--- src/rtl/idex_fwd_stage_pkg.sv ---
// Shared definitions for the ID/EX forwarding stage: widths, ALU op codes,
// forward-select encoding and the registered-field layout.
package idex_fwd_stage_pkg;

    localparam int DATA_W   = 16;
    localparam int REG_AW   = 3;
    localparam int ALU_OP_W = 4;

    // Op codes shared with the ALU.
    localparam logic [ALU_OP_W-1:0] ALU_ADD  = 4'h0;
    localparam logic [ALU_OP_W-1:0] ALU_SUB  = 4'h1;
    localparam logic [ALU_OP_W-1:0] ALU_AND  = 4'h2;
    localparam logic [ALU_OP_W-1:0] ALU_OR   = 4'h3;
    localparam logic [ALU_OP_W-1:0] ALU_XOR  = 4'h4;
    localparam logic [ALU_OP_W-1:0] ALU_SLL  = 4'h5;
    localparam logic [ALU_OP_W-1:0] ALU_SRL  = 4'h6;
    localparam logic [ALU_OP_W-1:0] ALU_SRA  = 4'h7;
    localparam logic [ALU_OP_W-1:0] ALU_SLT  = 4'h8;
    localparam logic [ALU_OP_W-1:0] ALU_PASS = 4'h9;

    typedef enum logic [1:0] {
        FWD_NONE  = 2'b00,
        FWD_EXMEM = 2'b01,
        FWD_MEMWB = 2'b10
    } fwd_sel_e;

    typedef struct packed {
        logic [DATA_W-1:0]   rs_val;
        logic [DATA_W-1:0]   rt_val;
        logic [REG_AW-1:0]   rs;
        logic [REG_AW-1:0]   rt;
        logic                rs_used;
        logic                rt_used;
        logic [DATA_W-1:0]   imm;
        logic                use_imm;
        logic [ALU_OP_W-1:0] alu_op;
        logic [REG_AW-1:0]   rd;
        logic                reg_write;
        logic                mem_read;
        logic                valid;
    } idex_regs_t;

    // A load in EX/MEM has no result yet, so it is never a forwarding source.
    function automatic fwd_sel_e fwd_pick(
        input logic [REG_AW-1:0] src,
        input logic              used,
        input logic [REG_AW-1:0] exmem_rd,
        input logic              exmem_reg_write,
        input logic              exmem_mem_read,
        input logic [REG_AW-1:0] memwb_rd,
        input logic              memwb_reg_write
    );
        if (!used)
            return FWD_NONE;
        if (exmem_reg_write && !exmem_mem_read && exmem_rd == src)
            return FWD_EXMEM;
        if (memwb_reg_write && memwb_rd == src)
            return FWD_MEMWB;
        return FWD_NONE;
    endfunction

endpackage

--- src/rtl/idex_fwd_stage_if.sv ---
// Signal bundle between decode, the forwarding sources and the ID/EX stage.
interface idex_fwd_stage_if;
    import idex_fwd_stage_pkg::*;

    // Handshake: decode offers an instruction with id_valid; it is accepted on
    // a rising edge only when id_stall is low, otherwise decode must hold it.
    logic                id_valid;
    logic [DATA_W-1:0]   id_rs_val;
    logic [DATA_W-1:0]   id_rt_val;
    logic [REG_AW-1:0]   id_rs;
    logic [REG_AW-1:0]   id_rt;
    logic                id_rs_used;
    logic                id_rt_used;
    logic [DATA_W-1:0]   id_imm;
    logic                id_use_imm;
    logic [ALU_OP_W-1:0] id_alu_op;
    logic [REG_AW-1:0]   id_rd;
    logic                id_reg_write;
    logic                id_mem_read;
    logic [REG_AW-1:0]   exmem_rd;
    logic                exmem_reg_write;
    logic                exmem_mem_read;
    logic [DATA_W-1:0]   exmem_result;
    logic [REG_AW-1:0]   memwb_rd;
    logic                memwb_reg_write;
    logic [DATA_W-1:0]   memwb_result;
    logic                mem_stall;
    logic                flush;
    logic [DATA_W-1:0]   alu_a;
    logic [DATA_W-1:0]   alu_b;
    logic [ALU_OP_W-1:0] alu_op;
    logic [DATA_W-1:0]   st_data;
    logic                ex_valid;
    logic [REG_AW-1:0]   ex_rd;
    logic                ex_reg_write;
    logic                ex_mem_read;
    logic                id_stall;

    modport master (
        output id_valid, id_rs_val, id_rt_val, id_rs, id_rt, id_rs_used, id_rt_used,
               id_imm, id_use_imm, id_alu_op, id_rd, id_reg_write, id_mem_read,
               exmem_rd, exmem_reg_write, exmem_mem_read, exmem_result,
               memwb_rd, memwb_reg_write, memwb_result, mem_stall, flush,
        input  alu_a, alu_b, alu_op, st_data, ex_valid, ex_rd, ex_reg_write,
               ex_mem_read, id_stall
    );

    modport slave (
        input  id_valid, id_rs_val, id_rt_val, id_rs, id_rt, id_rs_used, id_rt_used,
               id_imm, id_use_imm, id_alu_op, id_rd, id_reg_write, id_mem_read,
               exmem_rd, exmem_reg_write, exmem_mem_read, exmem_result,
               memwb_rd, memwb_reg_write, memwb_result, mem_stall, flush,
        output alu_a, alu_b, alu_op, st_data, ex_valid, ex_rd, ex_reg_write,
               ex_mem_read, id_stall
    );

endinterface

--- src/rtl/idex_fwd_stage_fwd_sel.sv ---
// Operand forwarding mux for one source register: EX/MEM beats MEM/WB beats
// the value captured from the register file.
module idex_fwd_stage_fwd_sel
    import idex_fwd_stage_pkg::*;
(
    input  logic [REG_AW-1:0] src,
    input  logic              used,
    input  logic [DATA_W-1:0] reg_val,
    input  logic [REG_AW-1:0] exmem_rd,
    input  logic              exmem_reg_write,
    input  logic              exmem_mem_read,
    input  logic [DATA_W-1:0] exmem_result,
    input  logic [REG_AW-1:0] memwb_rd,
    input  logic              memwb_reg_write,
    input  logic [DATA_W-1:0] memwb_result,
    output logic [DATA_W-1:0] operand
);

    fwd_sel_e sel;

    always_comb begin
        sel = fwd_pick(src, used, exmem_rd, exmem_reg_write, exmem_mem_read,
                       memwb_rd, memwb_reg_write);
        case (sel)
            FWD_EXMEM: operand = exmem_result;
            FWD_MEMWB: operand = memwb_result;
            default:   operand = reg_val;
        endcase
    end

endmodule

--- src/rtl/idex_fwd_stage.sv ---
// ID/EX pipeline register for the 16-bit core: captures decode, forwards
// operands from EX/MEM and MEM/WB, and stalls decode on a load-use hazard.
module idex_fwd_stage
    import idex_fwd_stage_pkg::*;
(
    input logic        clk,
    input logic        rst,
    idex_fwd_stage_if.slave bus
);

    idex_regs_t        r;
    logic              id_stall;
    logic [DATA_W-1:0] fwd_rs;
    logic [DATA_W-1:0] fwd_rt;

    // A load sitting here produces its data too late for a consumer in decode.
    always_comb begin
        id_stall = bus.id_valid && r.valid && r.mem_read &&
                   ((bus.id_rs_used && bus.id_rs == r.rd) ||
                    (bus.id_rt_used && bus.id_rt == r.rd));
    end

    always_ff @(posedge clk or posedge rst) begin
        if (rst) begin
            r <= '0;
        end else if (bus.flush) begin
            r.valid <= 1'b0;
        end else if (bus.mem_stall) begin
            r <= r;
        end else if (id_stall) begin
            r.valid     <= 1'b0;
            r.reg_write <= 1'b0;
            r.mem_read  <= 1'b0;
        end else begin
            r.rs_val    <= bus.id_rs_val;
            r.rt_val    <= bus.id_rt_val;
            r.rs        <= bus.id_rs;
            r.rt        <= bus.id_rt;
            r.rs_used   <= bus.id_rs_used;
            r.rt_used   <= bus.id_rt_used;
            r.imm       <= bus.id_imm;
            r.use_imm   <= bus.id_use_imm;
            r.alu_op    <= bus.id_alu_op;
            r.rd        <= bus.id_rd;
            r.reg_write <= bus.id_reg_write;
            r.mem_read  <= bus.id_mem_read;
            r.valid     <= bus.id_valid;
        end
    end

    idex_fwd_stage_fwd_sel u_fwd_rs (
        .src             (r.rs),
        .used            (r.rs_used),
        .reg_val         (r.rs_val),
        .exmem_rd        (bus.exmem_rd),
        .exmem_reg_write (bus.exmem_reg_write),
        .exmem_mem_read  (bus.exmem_mem_read),
        .exmem_result    (bus.exmem_result),
        .memwb_rd        (bus.memwb_rd),
        .memwb_reg_write (bus.memwb_reg_write),
        .memwb_result    (bus.memwb_result),
        .operand         (fwd_rs)
    );

    idex_fwd_stage_fwd_sel u_fwd_rt (
        .src             (r.rt),
        .used            (r.rt_used),
        .reg_val         (r.rt_val),
        .exmem_rd        (bus.exmem_rd),
        .exmem_reg_write (bus.exmem_reg_write),
        .exmem_mem_read  (bus.exmem_mem_read),
        .exmem_result    (bus.exmem_result),
        .memwb_rd        (bus.memwb_rd),
        .memwb_reg_write (bus.memwb_reg_write),
        .memwb_result    (bus.memwb_result),
        .operand         (fwd_rt)
    );

    assign bus.alu_a        = fwd_rs;
    assign bus.alu_b        = r.use_imm ? r.imm : fwd_rt;
    assign bus.st_data      = fwd_rt;
    assign bus.alu_op       = r.alu_op;
    assign bus.ex_valid     = r.valid;
    assign bus.ex_rd        = r.rd;
    assign bus.ex_reg_write = r.reg_write && r.valid;
    assign bus.ex_mem_read  = r.mem_read && r.valid;
    assign bus.id_stall     = id_stall;

endmodule

--- src/flat_wrapper.sv ---
// flat-port wrapper written by rule: the top's interface ports become plain ports
module idex_fwd_stage_flat import idex_fwd_stage_pkg::*;
  (clk, rst, bus_id_valid, bus_id_rs_val, bus_id_rt_val, bus_id_rs, bus_id_rt, bus_id_rs_used, bus_id_rt_used, bus_id_imm, bus_id_use_imm, bus_id_alu_op, bus_id_rd, bus_id_reg_write, bus_id_mem_read, bus_exmem_rd, bus_exmem_reg_write, bus_exmem_mem_read, bus_exmem_result, bus_memwb_rd, bus_memwb_reg_write, bus_memwb_result, bus_mem_stall, bus_flush, bus_alu_a, bus_alu_b, bus_alu_op, bus_st_data, bus_ex_valid, bus_ex_rd, bus_ex_reg_write, bus_ex_mem_read, bus_id_stall);
  idex_fwd_stage_if bus_i ();
  input logic clk;
  input logic rst;
  input wire logic [$bits(bus_i.id_valid)-1:0] bus_id_valid;
  input wire logic [$bits(bus_i.id_rs_val)-1:0] bus_id_rs_val;
  input wire logic [$bits(bus_i.id_rt_val)-1:0] bus_id_rt_val;
  input wire logic [$bits(bus_i.id_rs)-1:0] bus_id_rs;
  input wire logic [$bits(bus_i.id_rt)-1:0] bus_id_rt;
  input wire logic [$bits(bus_i.id_rs_used)-1:0] bus_id_rs_used;
  input wire logic [$bits(bus_i.id_rt_used)-1:0] bus_id_rt_used;
  input wire logic [$bits(bus_i.id_imm)-1:0] bus_id_imm;
  input wire logic [$bits(bus_i.id_use_imm)-1:0] bus_id_use_imm;
  input wire logic [$bits(bus_i.id_alu_op)-1:0] bus_id_alu_op;
  input wire logic [$bits(bus_i.id_rd)-1:0] bus_id_rd;
  input wire logic [$bits(bus_i.id_reg_write)-1:0] bus_id_reg_write;
  input wire logic [$bits(bus_i.id_mem_read)-1:0] bus_id_mem_read;
  input wire logic [$bits(bus_i.exmem_rd)-1:0] bus_exmem_rd;
  input wire logic [$bits(bus_i.exmem_reg_write)-1:0] bus_exmem_reg_write;
  input wire logic [$bits(bus_i.exmem_mem_read)-1:0] bus_exmem_mem_read;
  input wire logic [$bits(bus_i.exmem_result)-1:0] bus_exmem_result;
  input wire logic [$bits(bus_i.memwb_rd)-1:0] bus_memwb_rd;
  input wire logic [$bits(bus_i.memwb_reg_write)-1:0] bus_memwb_reg_write;
  input wire logic [$bits(bus_i.memwb_result)-1:0] bus_memwb_result;
  input wire logic [$bits(bus_i.mem_stall)-1:0] bus_mem_stall;
  input wire logic [$bits(bus_i.flush)-1:0] bus_flush;
  output wire logic [$bits(bus_i.alu_a)-1:0] bus_alu_a;
  output wire logic [$bits(bus_i.alu_b)-1:0] bus_alu_b;
  output wire logic [$bits(bus_i.alu_op)-1:0] bus_alu_op;
  output wire logic [$bits(bus_i.st_data)-1:0] bus_st_data;
  output wire logic [$bits(bus_i.ex_valid)-1:0] bus_ex_valid;
  output wire logic [$bits(bus_i.ex_rd)-1:0] bus_ex_rd;
  output wire logic [$bits(bus_i.ex_reg_write)-1:0] bus_ex_reg_write;
  output wire logic [$bits(bus_i.ex_mem_read)-1:0] bus_ex_mem_read;
  output wire logic [$bits(bus_i.id_stall)-1:0] bus_id_stall;
  assign bus_i.id_valid = bus_id_valid;
  assign bus_i.id_rs_val = bus_id_rs_val;
  assign bus_i.id_rt_val = bus_id_rt_val;
  assign bus_i.id_rs = bus_id_rs;
  assign bus_i.id_rt = bus_id_rt;
  assign bus_i.id_rs_used = bus_id_rs_used;
  assign bus_i.id_rt_used = bus_id_rt_used;
  assign bus_i.id_imm = bus_id_imm;
  assign bus_i.id_use_imm = bus_id_use_imm;
  assign bus_i.id_alu_op = bus_id_alu_op;
  assign bus_i.id_rd = bus_id_rd;
  assign bus_i.id_reg_write = bus_id_reg_write;
  assign bus_i.id_mem_read = bus_id_mem_read;
  assign bus_i.exmem_rd = bus_exmem_rd;
  assign bus_i.exmem_reg_write = bus_exmem_reg_write;
  assign bus_i.exmem_mem_read = bus_exmem_mem_read;
  assign bus_i.exmem_result = bus_exmem_result;
  assign bus_i.memwb_rd = bus_memwb_rd;
  assign bus_i.memwb_reg_write = bus_memwb_reg_write;
  assign bus_i.memwb_result = bus_memwb_result;
  assign bus_i.mem_stall = bus_mem_stall;
  assign bus_i.flush = bus_flush;
  assign bus_alu_a = bus_i.alu_a;
  assign bus_alu_b = bus_i.alu_b;
  assign bus_alu_op = bus_i.alu_op;
  assign bus_st_data = bus_i.st_data;
  assign bus_ex_valid = bus_i.ex_valid;
  assign bus_ex_rd = bus_i.ex_rd;
  assign bus_ex_reg_write = bus_i.ex_reg_write;
  assign bus_ex_mem_read = bus_i.ex_mem_read;
  assign bus_id_stall = bus_i.id_stall;
  idex_fwd_stage u_core (.clk(clk), .rst(rst), .bus(bus_i));
endmodule
--- config.mk ---
export PLATFORM = sky130hd
export DESIGN_NAME = idex_fwd_stage_flat
export DESIGN_NICKNAME = d
export VERILOG_FILES = /design/src/rtl/idex_fwd_stage_pkg.sv /design/src/rtl/idex_fwd_stage_if.sv /design/src/rtl/idex_fwd_stage_fwd_sel.sv /design/src/rtl/idex_fwd_stage.sv /design/src/flat_wrapper.sv
export SDC_FILE = /design/constraint.sdc
export NUM_CORES = 1
export LEC_CHECK = 0
export BUFFER_PORTS_ARGS = -buffer_cell sky130_fd_sc_hd__buf_2
export CAP_MARGIN = 20
export CORE_ASPECT_RATIO = 0.75
export CORE_UTILIZATION = 35
export DETAILED_ROUTE_END_ITERATION = 7
export PLACE_DENSITY_LB_ADDON = 0.25
export SETUP_SLACK_MARGIN = 0.5
export SLEW_MARGIN = 5
export SYNTH_ARGS = -nofsm -noshare
export SYNTH_HDL_FRONTEND = slang
export SYNTH_SLANG_ARGS = --single-unit
--- constraint.sdc ---
create_clock -name clk -period 5 [get_ports clk]
set_clock_uncertainty 0.05 [all_clocks]
set_input_delay 0.75 -clock clk [delete_from_list [all_inputs] [get_ports clk]]
set_output_delay 0.75 -clock clk [all_outputs]
set_load 0.02 [all_outputs]
# Word-level counts from Yosys, hierarchy flattened

Index checks and enable logic that the tools add are counted.

Equality and inequality tests: 11
Multiplexer cells: 28
Bitwise operators: 3
Reductions and logical operators: 16

Operator list:

| operator           | count |
|---|---|
| $pmux 16 s2        | 2 |
| $mux 2             | 12 |
| $eq 3x3->1         | 6 |
| $mux 16            | 1 |
| $logic_and 1x1->1  | 12 |
| $mux 1             | 12 |
| $eq 2x1->1 const B | 2 |
| $eq 2x2->1 const B | 2 |
| $mux 3             | 1 |
| $not 1->1          | 3 |
| $reduce_and 3->1   | 1 |
| $ne 2x1->1 const B | 1 |
| $reduce_and 2->1   | 1 |
| $logic_not 1->1    | 1 |
| $logic_or 1x1->1   | 1 |

Bits in registers: 67
Output and inout port bits: 59

# Longest topological paths before layout

Word-level depth: 13
Depth in mapped cells: 8
Mapped depth without buffers: 5

# By module

From an unflattened synthesis, not the netlist that was laid out.

Cell total of the unflattened synthesis: 284
Area, all modules: 3689.8 µm²

Modules (own cells, without submodules):

| module                 | instances | cells an instance | area each (µm²) | seq. area each (µm²) |
|---|---|---|---|---|
| idex_fwd_stage         | 1         | 186               | 2864.0          | 1676.6 |
| idex_fwd_stage_fwd_sel | 2         | 49                | 412.9           | 0.0 |

# Worst setup path before layout

No wires, ideal clock.

Kind: input-to-output
From: input bus_exmem_mem_read
To: output bus_alu_b[10]
Arrival: 2.365 ns
Data required time: 4.200 ns
Path slack: 1.835 ns
Stages: 7
Buffers on the path: 2
Cell sequence: and2b_1 and4_1 buf_6 clkbuf_1 nor3b_1 a221o_1 mux2_2

Longest elaborated chain between the ends: 11
Elaborated cells on any way between the ends: 14
Classes of those cells: eq/ne (2); mux (9); reduce/logical (3)

RTL lines:

| what                                     | line                         | text |
|---|---|---|
| from (decl)                              | flat_wrapper.sv:22           | `input wire logic [$bits(bus_i.exmem_mem_read)-1:0] bus_exmem_mem_read;` |
| $logic_not 1->1 (*)                      | idex_fwd_stage_pkg.sv:55     | `if (exmem_reg_write && !exmem_mem_read && exmem_rd == src)` |
| $logic_and 1x1->1 (*) (2 in a row)       | idex_fwd_stage_pkg.sv:55     |  |
| $mux 2                                   | idex_fwd_stage_pkg.sv:55     |  |
| $mux 2                                   | idex_fwd_stage_pkg.sv:57     | `if (memwb_reg_write && memwb_rd == src)` |
| $mux 2                                   | idex_fwd_stage_pkg.sv:59     | `return FWD_NONE;` |
| $mux 2 (*)                               | idex_fwd_stage_pkg.sv:57     |  |
| $mux 2 (*)                               | idex_fwd_stage_pkg.sv:55     |  |
| $eq 2x2->1 or $eq 2x1->1 (tied branches) | idex_fwd_stage_fwd_sel.sv:24 | `case (sel)` |
| $pmux 16 s2 (*)                          | idex_fwd_stage_fwd_sel.sv:24 |  |
| net bus_st_data[10]                      | flat_wrapper.sv:32           | `output wire logic [$bits(bus_i.st_data)-1:0] bus_st_data;` |
| $mux 16 (*)                              | idex_fwd_stage.sv:80         | `assign bus.alu_b = r.use_imm ? r.imm : fwd_rt;` |
| to (decl)                                | flat_wrapper.sv:30           | `output wire logic [$bits(bus_i.alu_b)-1:0] bus_alu_b;` |

Mark *: on every way through the listed nets, which the timed path passes. The rest lies on a longest branch. The select of a mux whose other input is x is not followed.

# Final worst setup path

From: input bus_memwb_rd[2]
To: output bus_alu_a[10]

Longest elaborated chain between the ends: 10
Elaborated cells on any way between the ends: 12
Classes of those cells: eq/ne (3); mux (8); reduce/logical (1)

RTL lines:

| what                                     | line                         | text |
|---|---|---|
| from (decl)                              | flat_wrapper.sv:24           | `input wire logic [$bits(bus_i.memwb_rd)-1:0] bus_memwb_rd;` |
| $eq 3x3->1 (*)                           | idex_fwd_stage_pkg.sv:57     |  |
| $logic_and 1x1->1 (*)                    | idex_fwd_stage_pkg.sv:57     |  |
| $mux 1 (2 in a row)                      | idex_fwd_stage_pkg.sv:57     |  |
| $mux 1                                   | idex_fwd_stage_pkg.sv:55     |  |
| $mux 2 (*)                               | idex_fwd_stage_pkg.sv:59     |  |
| $mux 2 (*)                               | idex_fwd_stage_pkg.sv:57     |  |
| $mux 2 (*)                               | idex_fwd_stage_pkg.sv:55     |  |
| $eq 2x2->1 or $eq 2x1->1 (tied branches) | idex_fwd_stage_fwd_sel.sv:24 |  |
| $pmux 16 s2 (*)                          | idex_fwd_stage_fwd_sel.sv:24 |  |
| to (decl)                                | flat_wrapper.sv:29           | `output wire logic [$bits(bus_i.alu_a)-1:0] bus_alu_a;` |

Mark *: on every way between the ends. The rest lies on a longest branch, timed or not. The select of a mux whose other input is x is not followed.

==> results.sh <==
export IMPL_status="completed"
export IMPL_routed_wl_mm=10.4
export IMPL_tns_ns=0
export IMPL_grt_max_degree=65
export IMPL_vias=2958
export IMPL_crit_arrival_ns=2.92
export IMPL_layout_setup_ws_ns=1.28
export IMPL_ys_types=31
export IMPL_drv_slew=0
export IMPL_wl_met3_um=822
export IMPL_synth_top_area_share_pct=46.2
export IMPL_post_cts_buffers=0
export IMPL_clk_pin_slew_ns=0.05
export IMPL_cts_buffer_depth=2
export IMPL_grt_ovfl_total=0
export IMPL_critPathLaunchType="input pin"
export IMPL_insertion_delay_ns=0.32
export IMPL_switchingPower_uw=558
export IMPL_tritoncts="yes"
export IMPL_ctsHoldBuffers=0
export IMPL_drive_gt1_share_pct=59.2
export IMPL_syn_nets=397
export IMPL_slew_headroom_pct=42.0
export IMPL_fp_dieW_um=120
export IMPL_p_clk_share_pct=31.9
export IMPL_period_share_pct=74.5
export IMPL_endpoint_kind="primary output"
export IMPL_final_cell_mix="buf_2, mux2_2, dfrtp_1"
export IMPL_crit_type="in -> out"
export IMPL_dpl_cell_count=566
export IMPL_required_ns=4.20
export IMPL_clock_root_buffer="clkbuf_16"
export IMPL_post_drt_wl_per_cell_um=17.9
export IMPL_ios=171
export IMPL_nets=557
export IMPL_drc=0
export IMPL_seqPwrFrac_pct=38.4
export IMPL_min_path_type="reg -> reg"
export IMPL_viasPerCell=5.09
export IMPL_core_area_um2=9850
export IMPL_netlist_area_um2=3630
export IMPL_area_growth_pct=31.9
export IMPL_firstDrtPassIters=4
export IMPL_p_comb_share_pct=29.7
export IMPL_grt_usage_pct=19.9
export IMPL_peakVddDrop_mv=0.255
export IMPL_stdcell_count=581
export IMPL_ctsResizeCount=0
export IMPL_drv_cap=0
export IMPL_yosys_area_top_type="dfrtp_1"
export IMPL_rows=31
export IMPL_gp_congestion=0.838
export IMPL_portBuffers=170
export IMPL_grt_pass1_wl_mm=16.5
export IMPL_p_sw_share_pct=31.5
export IMPL_cts_max_level=3
export IMPL_grt_pass1_vias=3156
export IMPL_netlist_instances=285
export IMPL_tightest_slew_ns=0.869
export IMPL_grt_antenna_before_repair=1
export IMPL_rsz0062_at_grt="false"
export IMPL_p_int_uw=1210
export IMPL_die_h_um=90.2
export IMPL_start_util_pct=36.9
export IMPL_cts_buffers=9
export IMPL_hpwlAfterDp_mm=7.53
export IMPL_antenna_cells=0
export IMPL_layout_commonest_cell="buf_2"
export IMPL_yosys_warnings=0
export IMPL_layout_min_cycle_time_ns=3.72
export IMPL_antenna_left=0
export IMPL_die_area_um2=10800
export IMPL_synth_area_leaders="dfrtp_1, mux2_2, a221o_1"
export IMPL_wl_met1_mm=4.64
export IMPL_ys_seq_elements=67
export IMPL_clock_sinks=67
export IMPL_crit_fanout=17
export IMPL_syn_area_per_cell_um2=12.7
export IMPL_detailedPlace_worstSlack_ns=1.27
export IMPL_hold_violations=0
export IMPL_drt_iter0_markers=72
export IMPL_top_layer_used="met5"
export IMPL_total_power_uw=1770
export IMPL_wl_met2_mm=4.77
export IMPL_p_leak_uw=0.00228
export IMPL_fmax_mhz=269
export IMPL_setup_violations=0
export IMPL_cellPowerDensity_nw_per_um2=370
export IMPL_seq_area_frac_synth_pct=46.2
==> cells in the mapped netlist (all sizes together) <==
| library cell | n |
|---|---|
| mux2 | 80 |
| dfrtp | 67 |
| buf | 20 |
| a21o | 16 |
| a221o | 16 |
| a22o | 16 |
| nor3b | 16 |
| xnor2 | 13 |
| nand2 | 6 |
| clkbuf | 5 |
| o21ai | 5 |
| xor2 | 5 |
| and2 | 3 |
| and4 | 3 |
| nor2 | 3 |
| a21oi | 2 |
| nand4 | 2 |
| a31oi | 1 |
| and2b | 1 |
| inv | 1 |
| nand4b | 1 |
| nor3 | 1 |
| or3b | 1 |
| or4 | 1 |
==> kinds of logic after synthesis <==
| family | share of synthesized area, % |
|---|---|
| buffers and inverters | 4.34 |
| multiplexers | 24.8 |
| AND/OR/NAND/NOR | 7.13 |
| XOR/XNOR | 4.34 |
| flip-flops | 46.2 |
| AO/OA/AOI/OAI | 13.2 |
==> per-layer routing <==
| layer | vias to the layer above | track usage, % |
|---|---|---|
| met5 | - | 0 |
| met4 | 2 | 6.98 |
| met3 | 15 | 7.30 |
| met2 | 123 | 31.5 |
| met1 | 1433 | 25.0 |
| li1 | 1385 | - |
==> critical path, cell delays in order <==
cell	delay, ns
buf_2	0.12
xor2_1	0.14
or4_1	0.58
a31oi_4	0.55
nor2_2	0.34
a21o_1	0.27
buf_2	0.16
==> sequential cells by signal, indices dropped and copies added, names as in the netlist <==
register and count:
u_core.bus.ex_rd 3, u_core.bus.alu_op 4, u_core.bus.ex_valid 1, u_core.r 59
==> cell type report <==
type / instances / area (um2)
Inverter: 1 / 3.75
Clock buffer: 12 / 246
Tap cell: 132 / 165
Timing Repair Buffer: 174 / 881
Multi-Input combinational cell: 192 / 1800
Fill cell: 946 / 5060
Clock inverter: 3 / 15.0
Sequential cell: 67 / 1680
==> per-stage QoR <==
| stage | hold WS, ns | util (%) | cell area (um2) |
|---|---|---|---|
| after floorplan | 0.402 | - | 3630 |
| after global placement | 0.413 | 46.0 | 4530 |
| after detailed placement | 0.430 | 46.0 | 4530 |
| after CTS | 0.443 | 48.6 | 4790 |
| after global routing | 0.458 | 48.6 | 4790 |
| final | 0.439 | 48.6 | 4790 |
==> final timing paths <==
| path | startpoint | end | slack [ns] | cells after the start |
|---|---|---|---|---|
| max | bus_memwb_rd[2] | bus_alu_a[10] | 1.28 | 7 |
| min | u_core.r[15] | u_core.r[15] | 0.44 | 1 |
| max reg2reg | u_core.bus.ex_rd[1] | u_core.r[26] | 2.68 | 6 |
| min reg2reg | u_core.r[15] | u_core.r[15] | 0.44 | 1 |
| max in group asynchronous | rst | u_core.r[57] | 3.45 | 3 |
| min in group asynchronous | rst | u_core.bus.alu_op[2] | 0.51 | 2 |
==> power by group through the flow <==
stage | Clock (uW) | Combinational (uW) | Sequential, uW
6_report | 564 | 527 | 681
5_1_grt | 608 | 566 | 691
4_1_cts | 585 | 534 | 681
3_5_place_dp | 0 | 532 | 689
3_3_place_gp | 0 | 523 | 684
2_1_floorplan | 0 | 376 | 665
Power figures use the tool's default switching activity.
